===== config.mk =====
export PLATFORM = sky130hd
export DESIGN_NAME = iic_bit_engine
export DESIGN_NICKNAME = d
export VERILOG_FILES = /design/src/rtl/iic_bit_engine.sv
export SDC_FILE = /design/constraint.sdc
export NUM_CORES = 1
export LEC_CHECK = 0
export ABC_AREA = 0
export CAP_MARGIN = 0
export CORE_ASPECT_RATIO = 2
export CORE_UTILIZATION = 50
export CTS_BUF_LIST = sky130_fd_sc_hd__clkbuf_8
export CTS_CLUSTER_SIZE = 24
export DETAILED_ROUTE_END_ITERATION = 8
export GPL_TIMING_DRIVEN = 0
export PLACE_DENSITY = 0.81
export SLEW_MARGIN = 20
export SYNTH_ARGS = -nofsm -noshare
export SYNTH_HDL_FRONTEND = slang
export SYNTH_SLANG_ARGS = --single-unit

===== constraint.sdc =====
create_clock -name clk -period 2 [get_ports clk]
set_clock_uncertainty 0.15 [all_clocks]
set_input_delay 0.6 -clock clk [delete_from_list [all_inputs] [get_ports clk]]
set_output_delay 0.6 -clock clk [all_outputs]
set_load 0.01 [all_outputs]

===== src/rtl/iic_bit_engine.sv =====
// Bit-level I2C master: open-drain SCL/SDA sequencing driven by a quarter-SCL-period tick.
// Define IIC_CLK_STRETCH_EN to let a slave stretch SCL (sampled via scl_i).
module iic_bit_engine #(
  parameter int QDIV = 25,
  parameter int QW   = 8
) (
  input  logic       clk,
  input  logic       rstn,
  input  logic       trans_start,
  input  logic       trans_chip,
  input  logic       trans_reg,
  input  logic       trans_data,
  input  logic       trans_stop,
  input  logic [7:0] tx_byte,
  input  logic       sda_i,
  input  logic       scl_i,
  output logic       scl_oe,
  output logic       sda_oe,
  output logic       finish_start,
  output logic       finish_chip,
  output logic       finish_reg,
  output logic       finish_data,
  output logic       finish_stop,
  output logic       ack_err,
  output logic [7:0] rx_byte
);

  localparam logic [2:0]    S_IDLE  = 3'd0;
  localparam logic [2:0]    S_START = 3'd1;
  localparam logic [2:0]    S_BYTE  = 3'd2;
  localparam logic [2:0]    S_STOP  = 3'd3;
  localparam logic [2:0]    S_DONE  = 3'd4;
  localparam logic [QW-1:0] QLAST   = QW'(QDIV - 1);

  logic [2:0]    r_state, w_nstate;
  logic [1:0]    r_q, w_nq;
  logic [QW-1:0] r_qcnt;
  logic [3:0]    r_bit;
  logic [7:0]    r_tx, r_rx;
  logic [4:0]    r_phase, w_req, r_fin;
  logic          r_scl_oe, r_sda_oe, r_ack_err;
  logic          w_nscl_oe, w_nsda_oe;
  logic          w_busy, w_tick, w_stall, w_scl_rel, w_last_bit, w_accept;

  // Fixed-priority one-hot request: start > chip > reg > data > stop
  always_comb begin
    w_req = 5'b00000;
    if (trans_start)     w_req = 5'b00001;
    else if (trans_chip) w_req = 5'b00010;
    else if (trans_reg)  w_req = 5'b00100;
    else if (trans_data) w_req = 5'b01000;
    else if (trans_stop) w_req = 5'b10000;
    else                 w_req = 5'b00000;
  end

  assign w_accept   = (r_state == S_IDLE) && (w_req != 5'b00000);
  assign w_busy     = (r_state == S_START) || (r_state == S_BYTE) || (r_state == S_STOP);
  assign w_last_bit = (r_state != S_BYTE) || (r_bit == 4'd8);

  // Quarters in which the master leaves SCL released
  always_comb begin
    w_scl_rel = 1'b0;
    case (r_state)
      S_START: w_scl_rel = (r_q != 2'd3);
      S_BYTE:  w_scl_rel = (r_q == 2'd1) || (r_q == 2'd2);
      S_STOP:  w_scl_rel = (r_q != 2'd0);
      default: w_scl_rel = 1'b0;
    endcase
  end

`ifdef IIC_CLK_STRETCH_EN
  assign w_stall = w_scl_rel && (r_qcnt == {QW{1'b0}}) && !scl_i;
`else
  assign w_stall = w_scl_rel & scl_i & 1'b0;
`endif

  assign w_tick = w_busy && !w_stall && (r_qcnt == QLAST);

  // Next state and quarter index
  always_comb begin
    w_nstate = r_state;
    w_nq     = r_q;
    case (r_state)
      S_IDLE: begin
        w_nq = 2'd0;
        if (w_req[0])               w_nstate = S_START;
        else if (w_req[4])          w_nstate = S_STOP;
        else if (w_req != 5'b00000) w_nstate = S_BYTE;
        else                        w_nstate = S_IDLE;
      end
      S_START, S_BYTE, S_STOP: begin
        if (w_tick) begin
          w_nq = r_q + 2'd1;
          if ((r_q == 2'd3) && w_last_bit) w_nstate = S_DONE;
          else                             w_nstate = r_state;
        end else begin
          w_nstate = r_state;
        end
      end
      S_DONE:  w_nstate = S_IDLE;
      default: w_nstate = S_IDLE;
    endcase
  end

  // SCL follows the upcoming quarter so a stretch is visible from that quarter's first cycle
  always_comb begin
    w_nscl_oe = r_scl_oe;
    case (w_nstate)
      S_START: w_nscl_oe = (w_nq == 2'd3);
      S_BYTE:  w_nscl_oe = (w_nq == 2'd0) || (w_nq == 2'd3);
      S_STOP:  w_nscl_oe = (w_nq == 2'd0);
      default: w_nscl_oe = r_scl_oe;
    endcase
  end

  // SDA follows the current quarter, one cycle behind, so it never moves on a SCL edge
  always_comb begin
    w_nsda_oe = r_sda_oe;
    case (r_state)
      S_START: w_nsda_oe = r_q[1];
      S_BYTE:  w_nsda_oe = (r_bit == 4'd8) ? 1'b0 : !r_tx[7];
      S_STOP:  w_nsda_oe = !r_q[1];
      default: w_nsda_oe = r_sda_oe;
    endcase
  end

  // Sequencing registers and line drivers
  always_ff @(posedge clk or negedge rstn) begin
    if (!rstn) begin
      r_state  <= S_IDLE;
      r_q      <= 2'd0;
      r_qcnt   <= {QW{1'b0}};
      r_scl_oe <= 1'b0;
      r_sda_oe <= 1'b0;
      r_fin    <= 5'b00000;
    end else begin
      r_state  <= w_nstate;
      r_q      <= w_nq;
      r_scl_oe <= w_nscl_oe;
      r_sda_oe <= w_nsda_oe;
      r_fin    <= (r_state == S_DONE) ? r_phase : 5'b00000;
      if (!w_busy || w_tick) r_qcnt <= {QW{1'b0}};
      else if (!w_stall)     r_qcnt <= r_qcnt + QW'(1);
      else                   r_qcnt <= r_qcnt;
    end
  end

  // Phase latch, byte shifter, read sampling and sticky NACK flag
  always_ff @(posedge clk or negedge rstn) begin
    if (!rstn) begin
      r_phase   <= 5'b00000;
      r_tx      <= 8'h00;
      r_bit     <= 4'd0;
      r_rx      <= 8'h00;
      r_ack_err <= 1'b0;
    end else if (w_accept) begin
      r_phase <= w_req;
      r_tx    <= tx_byte;
      r_bit   <= 4'd0;
      if (w_req[0]) r_ack_err <= 1'b0;
    end else if ((r_state == S_BYTE) && w_tick) begin
      if (r_q == 2'd1) begin
        if (r_bit != 4'd8) r_rx <= {r_rx[6:0], sda_i};
        else if (sda_i)    r_ack_err <= 1'b1;
      end
      if (r_q == 2'd3) begin
        r_bit <= r_bit + 4'd1;
        r_tx  <= {r_tx[6:0], 1'b0};
      end
    end
  end

  assign scl_oe       = r_scl_oe;
  assign sda_oe       = r_sda_oe;
  assign finish_start = r_fin[0];
  assign finish_chip  = r_fin[1];
  assign finish_reg   = r_fin[2];
  assign finish_data  = r_fin[3];
  assign finish_stop  = r_fin[4];
  assign ack_err      = r_ack_err;
  assign rx_byte      = r_rx;

endmodule


# Yosys cells after proc, flatten, opt, wreduce, memory -nomap -nowiden
# Cells that the tools add are included.
[totals] regBits=46 input_bits=17
[op_classes] add_sub_neg=3 eq_ne=16 mux=30 bitwise_logic=1 reduce_logical=25
[ops] cell="8-bit two-way mux" n=4
[ops] cell="5-bit two-way mux" n=6
[ops] cell="3-bit by 2-bit equality test with 1-bit output (second input constant)" n=4
[ops] cell="4-bit two-way mux" n=3
[ops] cell="8-bit by 1-bit adder with 8-bit output (second input constant)" n=1
[ops] cell="8-bit by 5-bit equality test with 1-bit output (second input constant)" n=1
[ops] cell="2-bit two-way mux" n=4
[ops] cell="2-bit nonzero test" n=4
[ops] cell="1-bit two-way mux" n=7
[ops] cell="3-bit by 1-bit equality test with 1-bit output (second input constant)" n=2
[ops] cell="3-bit two-way mux" n=2
[ops] cell="1-bit case mux with 3 select lines" n=2
[ops] cell="3-bit case mux with 2 select lines" n=1
[ops] cell="3-bit nonzero test" n=2
[ops] cell="1-bit logical OR" n=5
[ops] cell="5-bit AND reduction" n=1
[ops] cell="5-bit nonzero test" n=1
[ops] cell="4-bit by 1-bit adder with 4-bit output (second input constant)" n=1
[ops] cell="2-bit equality test (second input constant)" n=2
[ops] cell="4-bit equality test (second input constant)" n=1
[ops] cell="1-bit logical AND" n=4
[ops] cell="2-bit inequality test (second input constant)" n=2
[ops] cell="4-bit inequality test (second input constant)" n=1
[ops] cell="2-bit case mux with 2 select lines" n=1
[ops] cell="11 further kinds" n=13

# Logic depth before layout (Yosys ltp)
[logic_depth] word_depth=12 depth_mapped=11

# Worst setup path after synthesis
# Ideal clock, no wire load.
[synth_timing] kind="reg2reg" from="reg r_qcnt[0]" to="reg r_rx[0], in the netlist rx_byte[0]" setup_ns=0.125 arrival_time_ns=1.861 required_time_ns=1.725 slack_ns=-0.136 stages_incl_launch_ff=9 path_buffers=1 synth_period_minus_slack_ns=2.136 path_cell_list="dfrtp_1 -> inv_1 -> ha_1 -> nand4bb_1 -> nor2_4 -> nand2_2 -> or3_1 -> buf_6 -> mux2_4"
[synth_via] elab_chain_cells=4
[synth_lines] element="from (decl)" line_no="37" source="logic [QW-1:0] r_qcnt;"
[synth_lines] element="from (signal assigned)" line_no="132" source="r_qcnt <= {QW{1'b0}};"
[synth_lines] element="from (signal assigned)" line_no="142" source="if (!w_busy || w_tick) r_qcnt <= {QW{1'b0}};"
[synth_lines] element="from (signal assigned)" line_no="143" source="else if (!w_stall) r_qcnt <= r_qcnt + QW'(1);"
[synth_lines] element="8-bit by 5-bit equality test with 1-bit output" line_no="77" source="assign w_tick = w_busy && !w_stall && (r_qcnt == QLAST);"
[synth_lines] element="1-bit logical AND" line_no="77"
[synth_lines] element="1-bit logical AND" line_no="161" source="end else if ((r_state == S_BYTE) && w_tick) begin"
[synth_lines] element="4-bit AND reduction (no line)"
[synth_lines] element="to (signal assigned)" line_no="163" source="if (r_bit != 4'd8) r_rx <= {r_rx[6:0], sda_i};"
[synth_lines] element="to (decl)" line_no="39" source="logic [7:0] r_tx, r_rx;"
# No other way between the ends.
# A chain may end at the register's enable or synchronous reset.

# Worst setup path after layout
[layout_timing] from="reg r_qcnt[5]" to="reg r_rx[0], in the netlist rx_byte[0]"
# Same word-level chain as after synthesis.

==> run metrics <==
total half-perimeter wirelength after legalization and detailed placement=3.06 mm; row cnt=33; clock-pin slew reported for the worst setup and hold paths after clock tree synthesis=about 0.09 ns; met3 WL=approximately 150 um; share of cells above drive strength 1=between 20% and 30%; number of enable flip-flop cells after synthesis=0; power per cell area=around 550 nW/um^2; clock latency reported for the late side of the worst-skew pair=between 0.3 and 0.4 ns; per-cell via count in the routed design=between 5 and 6; async set or reset register ratio after synthesis=between 90% and 100%; Final ANT Viol Nets=0; Crit Path Category=reg2reg; Setup WS post-layout=-0.148 ns; final clock period utilization by the worst path=107%; data arrival time at the worst-slack endpoint=2.20 ns; Synth cell types=37; Max Freq=roughly 470 MHz; count of synthesis-stage warnings from yosys=0; number of standard cells after synthesis=roughly 200; number of top-level design ports=33; Post-Route M1 WL=around 1.6 mm; Final Routed Wirelength=approximately 4.5 mm; most frequent standard cell in the layout excluding fill and tap cells=dfrtp_1; IO buf count=31; total of flip-flops plus latches after synthesis=46; routed vias=approximately 1.6k; starting density of the core=between 50% and 60%; final setup vio count=11; detail-routed net length per standard cell=~15 um; fin. max-slew vios=0; deepest level of the CTS H-tree=2; maxcap violations=0; global router's overall resource usage=between 20% and 30%; total gr overflow=0; Hold WC Path Type=in2async; Longest Clk Path Bufs=2; Slew @ Worst Pin=0.540 ns; post-route DRC violation count=0; WHS=0.110 ns; antenna violations before repair=0; total die area=about 4700 sq um; final hold violation count=0; FF/Latch Area=between 1000 and 1500 sq um; root buffer selected by CTS=clkbuf_8; critical path's largest stage delay=around 0.43 ns; uppermost signal routing layer after detailed routing=met4; vertical die dimension=95.5 um; worst endpoint required time=2.05 ns; filler-free cell count of the finished design=~300; violation count after the first detailed-routing iteration=22; count of nets after finishing=approximately 280; RSZ-0062 raised after global routing=true; Ant. Diodes=0; prevailing post-synth register cell=dfrtp_1; number of buffers inserted by hold repair at cts=0; Cell Area, Placed=2590 sq um; number of inserted filler cells in the final layout=just over 300; IR Drop Worst-Case VDD=between 600 and 700 uV; capturing element type of the critical path=flip-flop; relative max-transition margin=between 60 and 70%; clock sink total=46; startpoint types=flip-flop; maximum number of pins on one net before global-route repair=26; horizontal extent of the die=48.8 um; status=complete, but fails checks; amount of wire on met2 after detailed routing=approximately 2.6 mm; maximum fanout along the worst path=8; commonest non-fill, non-tap cells in the layout=dfrtp_1 (44), nand2_1 (22), clkdlybuf4s50_1 (20), nor2_1 (15), buf_4 (15); number of buffers created by CTS=5; number of placed cells counting well taps=285; GPL Wtd Cong=0.806; TritonCTS clock tree=yes; netlist area before placement=around 2200 sq um; post-synth net total=roughly 230; violated checks=negative setup slack; slowest library cell on the worst path=or3b_4; area of the multi-input gates=~1000 sq um; average footprint of a synthesized cell=approximately 11 sq um; Area Overhead vs Synth=31.9%; post-route minimum period=about 2.1 ns; sequential-to-total area share from yosys stat=about 53%; drt pass-1 iters=4; number of global-route vias before repair=between 1.5k and 2k; final standard cell area without fillers=roughly 2900 sq um; CORE AREA=4130 sq um; wire length of the first global-routing pass=slightly above 7 mm; Static Leakage=1.40 nW; crit-path cells=or3b_4 > nor2_4 > nand2_4 > or3_1 > buf_6 > mux2_4; FF-to-FF setup slack=-0.15 ns
## cells in the mapped netlist (2+ instances only)
master    instances  area, sq um
nand3_1           4         20.0
dfrtp_1          46         1150
mux2i_1          10          100
a21oi_1           7         35.0
xor2_1            7         61.3
nor3_1            6         30.0
o21ai_0          13         65.1
o21a_1            2         15.0
clkbuf_1          6         22.5
and3_1            7         43.8
nor2_1           15         56.3
xnor2_1           3         26.3
ha_1              8          100
or3_1             2         12.5
inv_1            10         37.5
o31ai_1           2         15.0
mux2_4            8          120
nand2_1          22         82.6
nand2b_1          2         12.5
nand3b_1          4         30.0
## logic make-up (layout without fill, tap and decap cells)
kind of cell | after synthesis | in the layout | share of synthesized area (%)
fa+ha+maj | 8 | 8 | 4.58
xor+xnor | 10 | 10 | 4.01
compound gates | 28 | 28 | 7.56
buf+inv | 19 | 70 | 3.84
mux | 18 | 18 | 10.1
simple gates | 72 | 72 | 17.3
flops | 46 | 46 | 52.7
## state kept, by name, indices dropped and copies added (netlist names)
name / cells
r_qcnt: 8
r_tx: 8
rx_byte: 8
r_fin: 5
r_phase: 5
r_bit: 4
r_state: 3
r_q: 2
ack_err: 1
scl_oe: 1
sda_oe: 1
## layout make-up
type	count	area share, %
buffer	6	1.48
timing repair buffer	46	15.5
clock buffer	5	2.39
tap	52	2.26
multi-input combinational	136	36.2
inverter	10	1.30
clock inverter	3	0.868
sequential	46	40.0
## where the power goes
group / internal [W] / switching, W
combinational: 0.0000373 / 0.0000333
clock: 0.000252 / 0.000342
sequential: 0.000930 / 0.000000571
## path summary, 6_finish.rpt
check,from,end,cells past startpoint
min in group clk,r_phase[1],r_phase[1],2
setup / recovery,r_qcnt[5],rx_byte[0],6
max in group asynchronous,rstn,r_qcnt[6],2
hold reg to reg,r_phase[1],r_phase[1],2
setup reg to reg,r_qcnt[5],rx_byte[0],6
hold / removal,rstn,r_tx[1],1
## worst max-delay path, delay by kind of cell, from the launching register on
kind | cells | cell delay, ns
buf+inv | 1 | 0.16
flops | 1 | 0.40
mux | 1 | 0.30
simple gates | 4 | 1.02
## per-layer routing
metal,vias to the layer above,global-route usage [%]
li1,782,-
met1,786,20.9
met2,37,39.9
met3,9,3.99
met4,0,10.8
met5,-,0
## metrics by stage
step	setup slack (ns)	util [%]	setup TNS [ns]	power (W)
after floorplan	-0.0719	-	-0.599	0.000958
after global placement	-1.05	62.2	-57.02	0.00101
after detailed placement	-0.618	62.7	-9.24	0.00102
after CTS	-0.123	68.1	-1.02	0.00161
after global routing	-0.250	69.8	-2.49	0.00165
final	-0.148	69.8	-1.28	0.00160
## repair_timing
action	in CTS	in global routing
setup endpoints to repair	30	28
endpoints found under the hold margin	0	0
gates cloned	0	1
buffers inserted	10	3
pin swaps	6	8
gates resized for setup	20	20
(Power assumes the default switching activity.)
